--- src/rtl/rr_mux_arbiter.sv ---
// rtl/rr_mux_arbiter.sv - N-channel valid/ready merge with round-robin or forced-select arbitration
//
// Purpose:
//   Merges N producer channels of WIDTH bits onto one registered output
//   stream. mode_i=0 arbitrates round-robin among valid channels; mode_i=1
//   lets only channel sel_i pass. The output register captures a new word
//   whenever it is empty or being drained, so throughput is one word/cycle.
//
// Ports:
//   clk_i         rising-edge clock
//   rst_i         asynchronous active-high reset
//   in_data_i     N*WIDTH channel data, channel i at [i*WIDTH +: WIDTH]
//   in_valid_i    per-channel valid
//   in_ready_o    per-channel ready (combinational, one-hot or zero)
//   mode_i        0 = round-robin, 1 = forced select
//   sel_i         channel index used when mode_i=1 (>= N selects nothing)
//   out_data_o    registered output data
//   out_valid_o   registered output valid
//   out_ready_i   downstream ready
//   out_chan_o    channel index of the word held in the output register
//
// Optional (macro RR_MUX_ARBITER_STATS_EN):
//   stats_clr_i   synchronous clear of all grant counters (wins over increment)
//   grant_count_o N*16 per-channel transfer counters, channel i at [i*16 +: 16]

module rr_mux_arbiter #(
  parameter int WIDTH = 8,
  parameter int N     = 4,
  parameter int SEL_W = $clog2(N)
) (
  input  logic               clk_i,
  input  logic               rst_i,
  input  logic [N*WIDTH-1:0] in_data_i,
  input  logic [N-1:0]       in_valid_i,
  output logic [N-1:0]       in_ready_o,
  input  logic               mode_i,
  input  logic [SEL_W-1:0]   sel_i,
  output logic [WIDTH-1:0]   out_data_o,
  output logic               out_valid_o,
  input  logic               out_ready_i,
  output logic [SEL_W-1:0]   out_chan_o
`ifdef RR_MUX_ARBITER_STATS_EN
  ,
  input  logic               stats_clr_i,
  output logic [N*16-1:0]    grant_count_o
`endif
);

  logic [WIDTH-1:0] out_data_q, out_data_d;
  logic             out_valid_q, out_valid_d;
  logic [SEL_W-1:0] out_chan_q, out_chan_d;
  logic [SEL_W-1:0] last_grant_q, last_grant_d;

  logic             load;
  logic [N-1:0]     elig;
  logic             found;
  logic [SEL_W-1:0] grant_idx;
  logic [WIDTH-1:0] grant_data;
  logic             xfer;

  // The output register can take a word when empty or when its word leaves now.
  assign load = ~out_valid_q | out_ready_i;

  // In forced-select mode only the channel whose index equals sel_i may be
  // eligible; an out-of-range sel_i matches no channel.
  always_comb begin
    elig = '0;
    for (int i = 0; i < N; i++) begin
      if (!mode_i) begin
        elig[i] = in_valid_i[i];
      end else if (sel_i == SEL_W'(i)) begin
        elig[i] = in_valid_i[i];
      end
    end
  end

  // Rotating search starting just after the last granted channel.
  always_comb begin
    int idx;
    idx        = 0;
    found      = 1'b0;
    grant_idx  = '0;
    grant_data = '0;
    for (int k = 1; k <= N; k++) begin
      idx = int'(last_grant_q) + k;
      if (idx >= N) begin
        idx = idx - N;
      end
      if (!found && elig[idx]) begin
        found      = 1'b1;
        grant_idx  = SEL_W'(idx);
        grant_data = in_data_i[idx*WIDTH +: WIDTH];
      end
    end
  end

  // Eligible implies valid, so a granted ready always completes a transfer.
  assign xfer = load & found;

  always_comb begin
    in_ready_o = '0;
    for (int i = 0; i < N; i++) begin
      in_ready_o[i] = xfer && (grant_idx == SEL_W'(i));
    end
  end

  always_comb begin
    out_data_d   = out_data_q;
    out_valid_d  = out_valid_q;
    out_chan_d   = out_chan_q;
    last_grant_d = last_grant_q;
    if (xfer) begin
      out_data_d   = grant_data;
      out_valid_d  = 1'b1;
      out_chan_d   = grant_idx;
      last_grant_d = grant_idx;
    end else if (out_ready_i) begin
      // Drained with nothing to replace it; data and channel keep their values.
      out_valid_d = 1'b0;
    end
  end

  always_ff @(posedge clk_i or posedge rst_i) begin
    if (rst_i) begin
      out_data_q   <= '0;
      out_valid_q  <= 1'b0;
      out_chan_q   <= '0;
      // Pointer at N-1 so channel 0 is searched first after reset.
      last_grant_q <= SEL_W'(N - 1);
    end else begin
      out_data_q   <= out_data_d;
      out_valid_q  <= out_valid_d;
      out_chan_q   <= out_chan_d;
      last_grant_q <= last_grant_d;
    end
  end

  assign out_data_o  = out_data_q;
  assign out_valid_o = out_valid_q;
  assign out_chan_o  = out_chan_q;

`ifdef RR_MUX_ARBITER_STATS_EN
  logic [15:0] cnt_q [N];
  logic [15:0] cnt_d [N];

  always_comb begin
    for (int i = 0; i < N; i++) begin
      cnt_d[i] = cnt_q[i];
      if (stats_clr_i) begin
        cnt_d[i] = '0;
      end else if (xfer && (grant_idx == SEL_W'(i))) begin
        cnt_d[i] = cnt_q[i] + 16'd1;
      end
    end
  end

  always_ff @(posedge clk_i or posedge rst_i) begin
    if (rst_i) begin
      for (int i = 0; i < N; i++) begin
        cnt_q[i] <= '0;
      end
    end else begin
      for (int i = 0; i < N; i++) begin
        cnt_q[i] <= cnt_d[i];
      end
    end
  end

  always_comb begin
    grant_count_o = '0;
    for (int i = 0; i < N; i++) begin
      grant_count_o[i*16 +: 16] = cnt_q[i];
    end
  end
`endif

endmodule

--- config.mk ---
export PLATFORM = sky130hd
export DESIGN_NAME = rr_mux_arbiter
export DESIGN_NICKNAME = d
export VERILOG_FILES = /design/src/rtl/rr_mux_arbiter.sv
export SDC_FILE = /design/constraint.sdc
export NUM_CORES = 1
export LEC_CHECK = 0
export BUFFER_PORTS_ARGS = -buffer_cell sky130_fd_sc_hd__buf_2
export CAP_MARGIN = 20
export CORE_UTILIZATION = 53
export CTS_CLUSTER_DIAMETER = 30
export DETAILED_ROUTE_END_ITERATION = 16
export PLACE_DENSITY = 0.91
export RECOVER_POWER = 50
export SYNTH_ARGS = -nofsm -noshare
export SYNTH_HDL_FRONTEND = slang
export SYNTH_SLANG_ARGS = --single-unit
--- constraint.sdc ---
create_clock -name clk_i -period 3.33 [get_ports clk_i]
set_clock_uncertainty 0.05 [all_clocks]
set_input_delay 0.1665 -clock clk_i [delete_from_list [all_inputs] [get_ports clk_i]]
set_output_delay 0.1665 -clock clk_i [all_outputs]
set_load 0.01 [all_outputs]
# Yosys cells after proc, flatten, opt, wreduce, memory -nomap -nowiden
# Cells that the tools add are included.
# W data, S select, Z words.
[classes]
add_sub_neg = 8
order_cmp = 8
eq_ne = 6
shift = 4
mux = 38
bitwise_logic = 3
reduce_logical = 13
[ops]
columns = ["cell", "count"]
rows = [
  ["$lt A32 B4 Y1 const B", 4],
  ["$mux W32", 4],
  ["$shiftx A32 B32 Y8", 4],
  ["$mux W8", 4],
  ["$mux W1", 22],
  ["$sub A3 B3 Y4 const B", 3],
  ["$ge A3 B3 Y1 const B", 3],
  ["$bmux W1 S2", 4],
  ["$eq A2 B2 Y1 const B", 4],
  ["$mux W2", 4],
  ["$logic_and A1 B1 Y1", 7],
  ["$add A2 B2 Y3 const B", 2],
  ["$sub A4 B3 Y5 const B", 1],
  ["$add A2 B3 Y4 const B", 1],
  ["$eq A2 B1 Y1 const B", 2],
  ["$ge A4 B3 Y1 const B", 1],
  ["$logic_not A2 Y1", 2],
  ["$add A2 B1 Y3 const B", 1],
  ["$logic_not A1 Y1", 3],
  ["$reduce_bool A2 Y1", 1],
  ["$and A1 B1 Y1", 1],
  ["$not A1 Y1", 1],
  ["$or A1 B1 Y1", 1],
]
[totals]
regBits = 13
input_bits = 42
out_inout_bits = 15
word_cells = 84

# Longest topological paths before layout
# Gate-level depths: netlist of the first run.
[depth]
depth_word = 18
depth_mapped = 10
depth_no_buf = 7

# Worst setup path after synthesis of the first run
# OpenSTA, ideal clock, no wires.
[synth_timing]
path_type = "register -> register"
from = "reg last_grant_q[0]"
to = "reg out_data_q[5] (netlist: out_data_o[5])"
setup_time_ps = 148
arrival_time_ps = 2431
t_required_ps = 3132
slack_ps = 702
stages_incl_launch_ff = 8
n_path_buf = 2
synth_period_minus_slack_ps = 2628
path_cell_list = "dfstp_2 > inv_1 > ha_1 > clkbuf_1 > clkbuf_1 > mux4_2 > a222oi_1 > o221ai_1"
[synth_between]
elab_chain_len = 17
elab_cells_between_ends = 47
cone_classes = "add/sub (8); order compare (4); shift (4); mux (24); bitwise (1); reduce/logical (6)"
[synth_rtl]
columns = ["item", "line", "text"]
rows = [
  ["from (decl)", "52", "logic [SEL_W-1:0] last_grant_q, last_grant_d;"],
  ["from (signal assigned)", "129", "last_grant_q <= SEL_W'(N - 1);"],
  ["from (signal assigned)", "134", "last_grant_q <= last_grant_d;"],
  ["$add A2 B1 Y3", "85", "idx = int'(last_grant_q) + k;"],
  ["$sub A3 B3 Y4 or $ge A3 B3 Y1 (tied branches)", "87, 86", ""],
  ["$mux W32", "86", "if (idx >= N) begin"],
  ["$bmux W1 S2", "89", "if (!found && elig[idx]) begin"],
  ["$mux W1 (not written as such) (2 in a row)", "89", ""],
  ["$mux W1", "89", ""],
  ["$logic_not A1 Y1", "89", ""],
  ["$logic_and A1 B1 Y1", "89", ""],
  ["$mux W1", "89", ""],
  ["$logic_not A1 Y1", "89", ""],
  ["$logic_and A1 B1 Y1", "89", ""],
  ["$mux W1", "89", ""],
  ["$logic_not A1 Y1", "89", ""],
  ["$logic_and A1 B1 Y1", "89", ""],
  ["$mux W1", "89", ""],
  ["$and A1 B1 Y1", "98", "assign xfer = load & found;"],
  ["to (signal assigned)", "131", "out_data_q <= out_data_d;"],
  ["to (decl)", "49", "logic [WIDTH-1:0] out_data_q, out_data_d;"],
]
# Several ways; a longest one is shown, not always the timed one. The select of a mux whose other input is x is not followed.
# A chain may end at the register's enable or synchronous reset.

# Worst setup path in the final report of the first run
[layout_timing]
from = "reg last_grant_q[1]"
to = "out in_ready_o[2]"
[layout_between]
elab_chain_len = 18
elab_cells_between_ends = 45
cone_classes = "add/sub (8); order compare (4); eq/ne (1); mux (24); bitwise (1); reduce/logical (7)"
[layout_rtl]
columns = ["item", "line", "text"]
rows = [
  ["$add A2 B1 Y3", "85", ""],
  ["$sub A3 B3 Y4 or $ge A3 B3 Y1 (tied branches)", "87, 86", ""],
  ["$mux W32", "86", ""],
  ["$bmux W1 S2", "89", ""],
  ["$mux W1 (not written as such) (2 in a row)", "89", ""],
  ["$mux W1", "89", ""],
  ["$logic_not A1 Y1", "89", ""],
  ["$logic_and A1 B1 Y1", "89", ""],
  ["$mux W1", "89", ""],
  ["$logic_not A1 Y1", "89", ""],
  ["$logic_and A1 B1 Y1", "89", ""],
  ["$mux W1", "89", ""],
  ["$logic_not A1 Y1", "89", ""],
  ["$logic_and A1 B1 Y1", "89", ""],
  ["$mux W2 or $mux W1 (tied branches)", "89", ""],
  ["$eq A2 B2 Y1 or $and A1 B1 Y1 (tied branches)", "103, 98", ""],
  ["$logic_and A1 B1 Y1 (*)", "103", "in_ready_o[i] = xfer && (grant_idx == SEL_W'(i));"],
  ["to (decl)", "35", "output logic [N-1:0] in_ready_o,"],
]
# Every way passes the cells marked *; elsewhere a longest branch is shown, timed or not. The select of a mux whose other input is x is not followed.

==> flow_summary.toml, run 1 <==
[cts]
cts.clk_slew.worst_paths_ps = 70
clk_latency_ps = 250
cts_buffer_depth = 2
cts.sinks = 13
cts_tree = "yes"
htreeDepth = 1
root_buffer = "clkbuf_8"
ctsResizeCount = 0
cts_buffers = 3
post-cts-setup-buffers = 0

[die]
rows = 21
die_area_sq_um = 3970
fp.dieW_um = 63.0
design.core.area_sq_um = 3440
die_h_um = 63.0
floorplan.initialDensity = 0.573
io_pins = 57

[finish]
regArea_sq_um = 328
n_fill_cell = 282
syn2layout_area_growth_pct = 18.2
insertedDiodeCount = 0
multi_input_area_sq_um = 1560
layout_commonest_cell = "buf_2"
mostFrequentLayoutCells = "48 x buf_2, 25 x nand2_1, 24 x mux2_2"
drive_above_1_share = 0.377
final_util = 0.677
nets = 313

[logic_synthesis]
synth_nets = 260
ys_seq_area_frac = 0.166
synth_seq_cells = 13
avgSynthCellArea_sq_um = 9.25
netlist_area_sq_um = 1970
yosysWarnings = 0
ys_types = 46
ys_async_sr_fraction = 1.00
synth_ff_type = "dfrtp_1"
synthCells = 213
synth_edf_count = 0

[timing]
min_period_ps = 2910
fin_crit_sh = 0.874
final_hold_viol_count = 0
slew_violations = 0
tightest_slew_ps = 658
setup_tns_ps = 0
rsz0062_at_grt = "no"
maxSlewHeadroom = 0.559
setup-violations-final = 0
max_freq_ghz = 0.344

[global_route]
antenna_found_initial = 0
gr-usage-met1 = 0.376
met3_usage = 0.0803
grt_remaining_overflow = 0
busiest_layer = "met2"
grt_use_met2 = 0.460
grt_pass1_vias = 1968
grt_start_max_net_pins = 47
grt.total_usage = 0.287
grt_first_pass_wirelength_mm = 9.13

[worst_setup_path]
cp-end-kind = "output pin"
crit_fanout = 26
start_kind = "flip-flop"
critPathMaxStageDelay_ps = 750
worst-path-buf-inv = 3
crit_chain = "inv_1 > ha_1 > buf_4 > a21oi_1 > or3_1 > nor3_1 > buf_2"
cp_data_arrival_time_ps = 2690
critPathKind = "flip-flop to output pin"
cpMaxStageDelayCell = "dfstp_2"
cp.required_ps = 3110
cp_top_family = "flip-flops"

[place]
io_buffers = 56
dp_hpwl_mm = 4.19
globalplace.congestion = 0.966

[pwr]
power.leakage_nw = 1.00
p_per_area_nw_per_um2 = 895
vdd_ir_drop_max_mv = 0.635

[routing]
wl_per_cell_um = 18.4
firstDrtPassIters = 7
vias = 2125
drtIter0Drc = 171
via_per_inst = 6.83
totalWireLength_mm = 5.71
ant_nets = 0
drc = 0

[job]
drv_cap = 0

[hold_path]
hp-class = "input pin to flip-flop"

[run_status]
status = "finished, final reports clean"
[cells by family after synthesis]
family,share of synthesized area
simple gates,0.149
compound gates,0.330
buf+inv,0.0425
mux,0.281
fa+ha+maj,0.0317
flops,0.166
[worst paths after layout]
path / startpoint / endpoint / slack [ps] / depth (start not counted)
setup / recovery: last_grant_q[1] / in_ready_o[2] / 420 / 7
max in group asynchronous: rst_i / out_data_o[5] / 2400 / 3
hold reg to reg: out_data_o[6] / out_data_o[6] / 450 / 2
min in group asynchronous: rst_i / out_chan_o[1] / 460 / 3
hold / removal: out_ready_i / out_valid_o / 220 / 3
setup reg to reg: last_grant_q[1] / out_data_o[6] / 450 / 6
[power by group]
group | internal [W] | switching [W] | leakage (nW)
Sequential | 0.000236 | 0.0000863 | 0.159
Clock | 0.0000849 | 0.0000687 | 0.0228
Combinational | 0.000722 | 0.000888 | 0.823
[state kept, by name, summed over array words and instances, names as in the netlist]
register      cells
out_data_o        8
last_grant_q      2
out_chan_o        2
out_valid_o       1
[metal layers]
layer | vias to the layer above | part of all wire
met5 | - | 0
met4 | 0 | 0.018
met3 | 17 | 0.10
met2 | 134 | 0.46
met1 | 992 | 0.42
li1 | 982 | -
[worst min-delay path, delay by kind of cell]
family                 cells  cell delay, ps
AND/OR/NAND/NOR            2             250
buffers and inverters      1              70
[timing repair]
item                                    in CTS  in global routing
endpoints found under the hold margin       11                  0
endpoints found under the setup margin       0                  0
hold buffers                                 1                  0
[through the flow]
stage / instances / area (sq um) / power [W] / setup WS [ps] / hold slack (ps)
after floorplan: 213 / 1970 / 0.00154 / 702 / -7.97
after global placement: 306 / 2280 / 0.00186 / 643 / 175
after detailed placement: 306 / 2280 / 0.00190 / 551 / 190
after CTS: 311 / 2340 / 0.00206 / 464 / 231
after global routing: 311 / 2330 / 0.00222 / 329 / 260
final: 311 / 2330 / 0.00209 / 421 / 225
[cell type report]
class | count | share of cell area
inverter | 4 | 0.00644
sequential | 13 | 0.141
tap | 46 | 0.0247
clock buffer | 4 | 0.0193
multi-input combinational | 181 | 0.669
timing repair buffer | 63 | 0.140
[Yosys cell counts, types with 3 or more instances]
library cell / instances / area share
a21boi_0: 3 / 0.011
a21o_1: 3 / 0.011
a21oi_1: 8 / 0.020
a222oi_1: 8 / 0.041
a22o_1: 9 / 0.040
a22oi_1: 9 / 0.034
and3_1: 4 / 0.013
buf_2: 4 / 0.010
clkbuf_1: 7 / 0.013
dfrtp_1: 11 / 0.14
ha_1: 5 / 0.032
inv_1: 4 / 0.0076
mux2_2: 24 / 0.14
mux2i_1: 8 / 0.041
mux4_2: 9 / 0.10
nand2_1: 25 / 0.048
nand2b_1: 6 / 0.019
nor2_1: 6 / 0.011
nor3_1: 5 / 0.013
o21ai_0: 4 / 0.010
o221ai_1: 8 / 0.036
o32ai_1: 8 / 0.036
Note: power is estimated with default switching activity, not from simulation.
==> inputs of run 2 (changes only) <==
--- a/config.mk
+++ b/config.mk
@@ -7,10 +7,10 @@
 export LEC_CHECK = 0
 export BUFFER_PORTS_ARGS = -buffer_cell sky130_fd_sc_hd__buf_2
 export CAP_MARGIN = 20
-export CORE_UTILIZATION = 53
+export CORE_UTILIZATION = 55
 export CTS_CLUSTER_DIAMETER = 30
 export DETAILED_ROUTE_END_ITERATION = 16
-export PLACE_DENSITY = 0.91
+export PLACE_DENSITY = 0.94
 export RECOVER_POWER = 50
 export SYNTH_ARGS = -nofsm -noshare
 export SYNTH_HDL_FRONTEND = slang
==> constraint.sdc (replaced) <==
create_clock -name clk_i -period 3.6 [get_ports clk_i]
set_clock_uncertainty 0.05 [all_clocks]
set_input_delay 0.18 -clock clk_i [delete_from_list [all_inputs] [get_ports clk_i]]
set_output_delay 0.18 -clock clk_i [all_outputs]
set_load 0.01 [all_outputs]
==> run 2 against run 1 <==
Setup slack worse by 42 ps. Power is 9.4% lower. First-iteration DRC count up 14%. Final area shrank 1.1%. Sequential share of layout area rose by 0.15 points. Sequential cell count is the same. Critical path type unchanged. Clock power down 30%. Utilization up 0.31 points.
==> flow_summary.toml, run 2 (synthesis results as in run 1) <==
[routing]
drc = 0
via_per_inst = 6.86
ant_nets = 0
vias = 2126
totalWireLength_mm = 5.74
wl_per_cell_um = 18.5
drtIter0Drc = 195
firstDrtPassIters = 5

[run_status]
status = "finished, final reports clean"

[global_route]
grt_start_max_net_pins = 47
grt_pass1_vias = 1827
grt.total_usage = 0.312
antenna_found_initial = 0
grt_first_pass_wirelength_mm = 8.65
grt_remaining_overflow = 0

[timing]
min_period_ps = 3220
max_freq_ghz = 0.310
setup_slack_ps = 379
rsz0062_at_grt = "no"
setup_tns_ps = 0
slew_violations = 0
fin_crit_sh = 0.895
maxSlewHeadroom = 0.505
setup-violations-final = 0
holdWs_ps = 190
tightest_slew_ps = 740
final_hold_viol_count = 0

[finish]
mostFrequentLayoutCells = "49 x buf_2, 25 x nand2_1, 24 x mux2_2"
n_fill_cell = 285
design_area_sq_um = 2300
instances_no_fill = 310
nets = 312
syn2layout_area_growth_pct = 17.0
drive_above_1_share = 0.379
largest_register_ffs = 8
insertedDiodeCount = 0
layout_commonest_cell = "buf_2"

[cts]
cts_hold_buf = 1
cts_buffers = 3
cts_buffer_depth = 2
cts.sinks = 13
clk_latency_ps = 300
cts.clk_slew.worst_paths_ps = 100
htreeDepth = 1
post-cts-setup-buffers = 0
ctsResizeCount = 0
root_buffer = "clkbuf_4"
cts_tree = "yes"

[pwr]
power.leakage_nw = 0.996
p_per_area_nw_per_um2 = 820
vdd_ir_drop_max_mv = 0.465

[place]
globalplace.congestion = 0.927
placed_cell_area_sq_um = 2280
placed_cells = 305
dp_hpwl_mm = 4.16
io_buffers = 56
dp_slack_ps = 541

[die]
die_h_um = 61.9
design.core.area_sq_um = 3390
fp.dieW_um = 61.9
die_area_sq_um = 3830
rows = 21
io_pins = 57
floorplan.initialDensity = 0.581

[worst_setup_path]
critPathKind = "flip-flop to output pin"
cp.required_ps = 3370
crit_chain = "inv_1 > ha_1 > inv_1 > nor3_1 > nand2_1 > a22o_1 > a21oi_1 > buf_2"
timing.rr.end = "out_data_o[7]"
critPathMaxStageDelay_ps = 770
crit_top_cell = "inv_1"
timing.rr.start = "last_grant_q[1]"
crit_end = "in_ready_o[3]"
crit_fanout = 19
rr_worst_depth = 6
cp-end-kind = "output pin"
start_kind = "flip-flop"
cp_data_arrival_time_ps = 2990
reg2reg_slack_ps = 440
cpMaxStageDelayCell = "dfstp_2"
crit_path_start = "last_grant_q[1]"

[hold_path]
min_from = "out_ready_i"
hp-class = "input pin to flip-flop"

[job]
drv_cap = 0
run 2: stage by stage:
stage                     power, W   util
after global placement     0.00172  0.672
after floorplan            0.00142      -
after CTS                  0.00187  0.683
after global routing       0.00202  0.680
final                      0.00189  0.680
after detailed placement   0.00176  0.672
run 2: per-layer routing:
metal / part of all wire / vias to the layer above / wire length, um / global-route usage
met5: 0 / - / 0 / 0
met4: 0.012 / 0 / 68 / 0.111
met3: 0.096 / 7 / 553 / 0.0331
met2: 0.47 / 117 / 2710 / 0.504
met1: 0.42 / 1024 / 2410 / 0.434
li1: - / 978 / - / -
run 2: worst min-delay path by stage:
stage                                to  slack [ps]  depth (start not counted)
after global routing        out_valid_o         250                          3
after detailed placement  out_data_o[4]         210                          2
final                       out_valid_o         190                          3
after global placement    out_data_o[2]         210                          2
after floorplan           out_chan_o[0]           6                          1
after CTS                   out_valid_o         200                          3
run 2: power by group:
part / internal, W / switching, W
combinational: 0.000666 / 0.000821
sequential: 0.000218 / 0.0000768
clock: 0.0000433 / 0.0000649
total: 0.000927 / 0.000962
run 2: layout make-up:
type                            instances  area, sq um  share of cell area
Multi-Input combinational cell        181         1560               0.676
Sequential cell                        13          328               0.142
Timing Repair Buffer                   62          319               0.138
Tap cell                               46         57.6              0.0250
Clock buffer                            4         26.3              0.0114
Inverter                                4         15.0             0.00651
run 2: worst max-delay path, delay by kind of cell (launching register included):
kind                     cells  cell delay, ps
AND/OR/NAND/NOR              2             400
AO/OA/AOI/OAI                2             410
adder cells (fa/ha/maj)      1             630
buffers and inverters        3             470
flip-flops                   1             770
==> inputs of run 3 (changes only) <==
==> constraint.sdc (replaced) <==
create_clock -name clk_i -period 3.6 [get_ports clk_i]
set_clock_uncertainty 0.05 [all_clocks]
set_input_delay 0.72 -clock clk_i [delete_from_list [all_inputs] [get_ports clk_i]]
set_output_delay 0.72 -clock clk_i [all_outputs]
set_load 0.01 [all_outputs]
==> run 3 against run 2 <==
First-iteration DRC count increased by 15%. Final area rose by 0.81%. Sequential power shrank 4%. Sequential share of layout area down 0.11 points. Non-clock buffer count is 2 higher. Count of clock-buffer cells in the layout unchanged. Power is 0.21% lower. Largest cell class unchanged. Critical path depth rose by 1. Combinational power hardly changed. Critical endpoint is now in_ready_o[1]. Sequential cell count did not move. Setup slack got worse by 270 ps. Register-to-register slack improved by 50 ps.
==> flow_summary.toml, run 3 (synthesis results as in run 1) <==
[finish]
regArea_sq_um = 328
multi_input_area_sq_um = 1570
nets = 314
design_area_sq_um = 2320
drive_above_1_share = 0.391
mostFrequentLayoutCells = "49 x buf_2, 25 x nand2_1, 24 x mux2_2"
final_util = 0.685
syn2layout_area_growth_pct = 17.9
n_fill_cell = 264
layout_commonest_cell = "buf_2"
insertedDiodeCount = 0
largest_register_ffs = 8

[job]
drv_cap = 0

[cts]
clk_latency_ps = 260
htreeDepth = 1
cts_hold_buf = 0
cts_buffers = 3
cts_buffer_depth = 2
root_buffer = "clkbuf_4"
cts.clk_slew.worst_paths_ps = 70
cts.sinks = 13
cts_tree = "yes"

[routing]
wl_per_cell_um = 16.6
drc = 0
vias = 2047
drtIter0Drc = 225
ant_nets = 0
totalWireLength_mm = 5.17
via_per_inst = 6.56
firstDrtPassIters = 6

[pwr]
clkPwrFrac = 0.042
p_per_area_nw_per_um2 = 811
switching_power_w = 0.000934
swShare = 0.495
p_int_w = 0.000952
finalPower_w = 0.00189
power.leakage_nw = 1.01
vdd_ir_drop_max_mv = 0.501
comb_power_share = 0.808
p_seq_frac = 0.150

[place]
globalplace.congestion = 0.895
dp_hpwl_mm = 4.00
io_buffers = 56
placed_cell_area_sq_um = 2280

[worst_setup_path]
cp.required_ps = 2830
start_kind = "input pin"
crit_top_cell = "buf_2"
cp_data_arrival_time_ps = 2720
cp-end-kind = "output pin"
crit_chain = "buf_2 > a21bo_1 > and2_4 > mux4_2 > buf_4 > a21o_1 > a22o_1 > a21oi_1 > buf_2"
crit_fanout = 10
critPathMaxStageDelay_ps = 500
cpMaxStageDelayCell = "mux4_2"
critPathKind = "input pin to output pin"

[global_route]
grt_remaining_overflow = 0
grt_pass1_vias = 1737
antenna_found_initial = 0
grt.total_usage = 0.269
grt_start_max_net_pins = 50
grt_first_pass_wirelength_mm = 7.72

[timing]
fin_crit_sh = 0.970
slew_violations = 0
rsz0062_at_grt = "no"
min_period_ps = 3490
final_hold_viol_count = 0
setup-violations-final = 0
tightest_slew_ps = 1040
maxSlewHeadroom = 0.304
setup_tns_ps = 0
max_freq_ghz = 0.286

[die]
floorplan.initialDensity = 0.581
io_pins = 57
rows = 21
die_area_sq_um = 3830
design.core.area_sq_um = 3390
die_h_um = 61.9
fp.dieW_um = 61.9

[hold_path]
hp-class = "input pin to async pin"

[run_status]
status = "finished, final reports clean"
[run 3: cell count changes in the layout (fill, tap and decap cells not counted)]
| cell | delta |
|---|---|
| buf_4 | +3 |
| dlygate4sd3_1 | -1 |
| nor4_1 | -1 |
| nor4_2 | +1 |
[run 3: metrics by stage]
| stage | hold WS, ps | cells | setup WS (ps) |
|---|---|---|---|
| detailed placement | 423 | 306 | 96.1 |
| global route | 436 | 312 | 11.4 |
| floorplan | 460 | 213 | 249 |
| finish | 402 | 312 | 108 |
| CTS | 407 | 310 | 94.6 |
| global placement | 414 | 306 | 149 |
[run 3: path summary, 6_finish.rpt]
path                                  from         endpoint  slack, ps  cells after the start
max                                 mode_i    in_ready_o[1]        110                      9
min                                  rst_i    out_data_o[0]        400                      2
max reg2reg                last_grant_q[1]    out_data_o[3]        490                      7
min reg2reg                  out_data_o[3]    out_data_o[3]        440                      2
max in group asynchronous            rst_i  last_grant_q[0]       2760                      2
min in group clk_i           out_data_o[3]    out_data_o[3]        440                      2
[run 3: cell type report]
type	count	area share
flip-flops and latches	13	0.141
well taps	46	0.0248
multi-input cells	181	0.674
clock buffers	4	0.0113
inverters	4	0.00646
repair buffers	64	0.143
[run 3: power groups by stage]
stage / Combinational [W] / Sequential [W] / Clock [W]
final: 0.00152 / 0.000282 / 0.0000796
after global routing: 0.00164 / 0.000289 / 0.0000918
after CTS: 0.00149 / 0.000278 / 0.0000832
after detailed placement: 0.00148 / 0.000279 / 0
after global placement: 0.00145 / 0.000280 / 0
after floorplan: 0.00114 / 0.000284 / 0
[run 3: per-layer routing]
layer | GRT usage | vias up | wire, um
met5 | 0 | - | 0
met4 | 0.0635 | 0 | 43
met3 | 0.0269 | 10 | 359
met2 | 0.447 | 87 | 2450
met1 | 0.380 | 966 | 2310
li1 | - | 984 | -
[run 3: critical path, delay by kind of cell]
| kind | cells | cell delay [ps] |
|---|---|---|
| muxes | 1 | 500 |
| and+or+nand+nor | 1 | 160 |
| buffers and inverters | 3 | 480 |
| AOI/OAI and AO/OA | 4 | 850 |
[run 3: repair_timing]
item | 4_1_cts | 5_1_grt
endpoints found under the setup margin | 0 | 2
gates resized for setup | 0 | 1
buffers inserted | 0 | 2
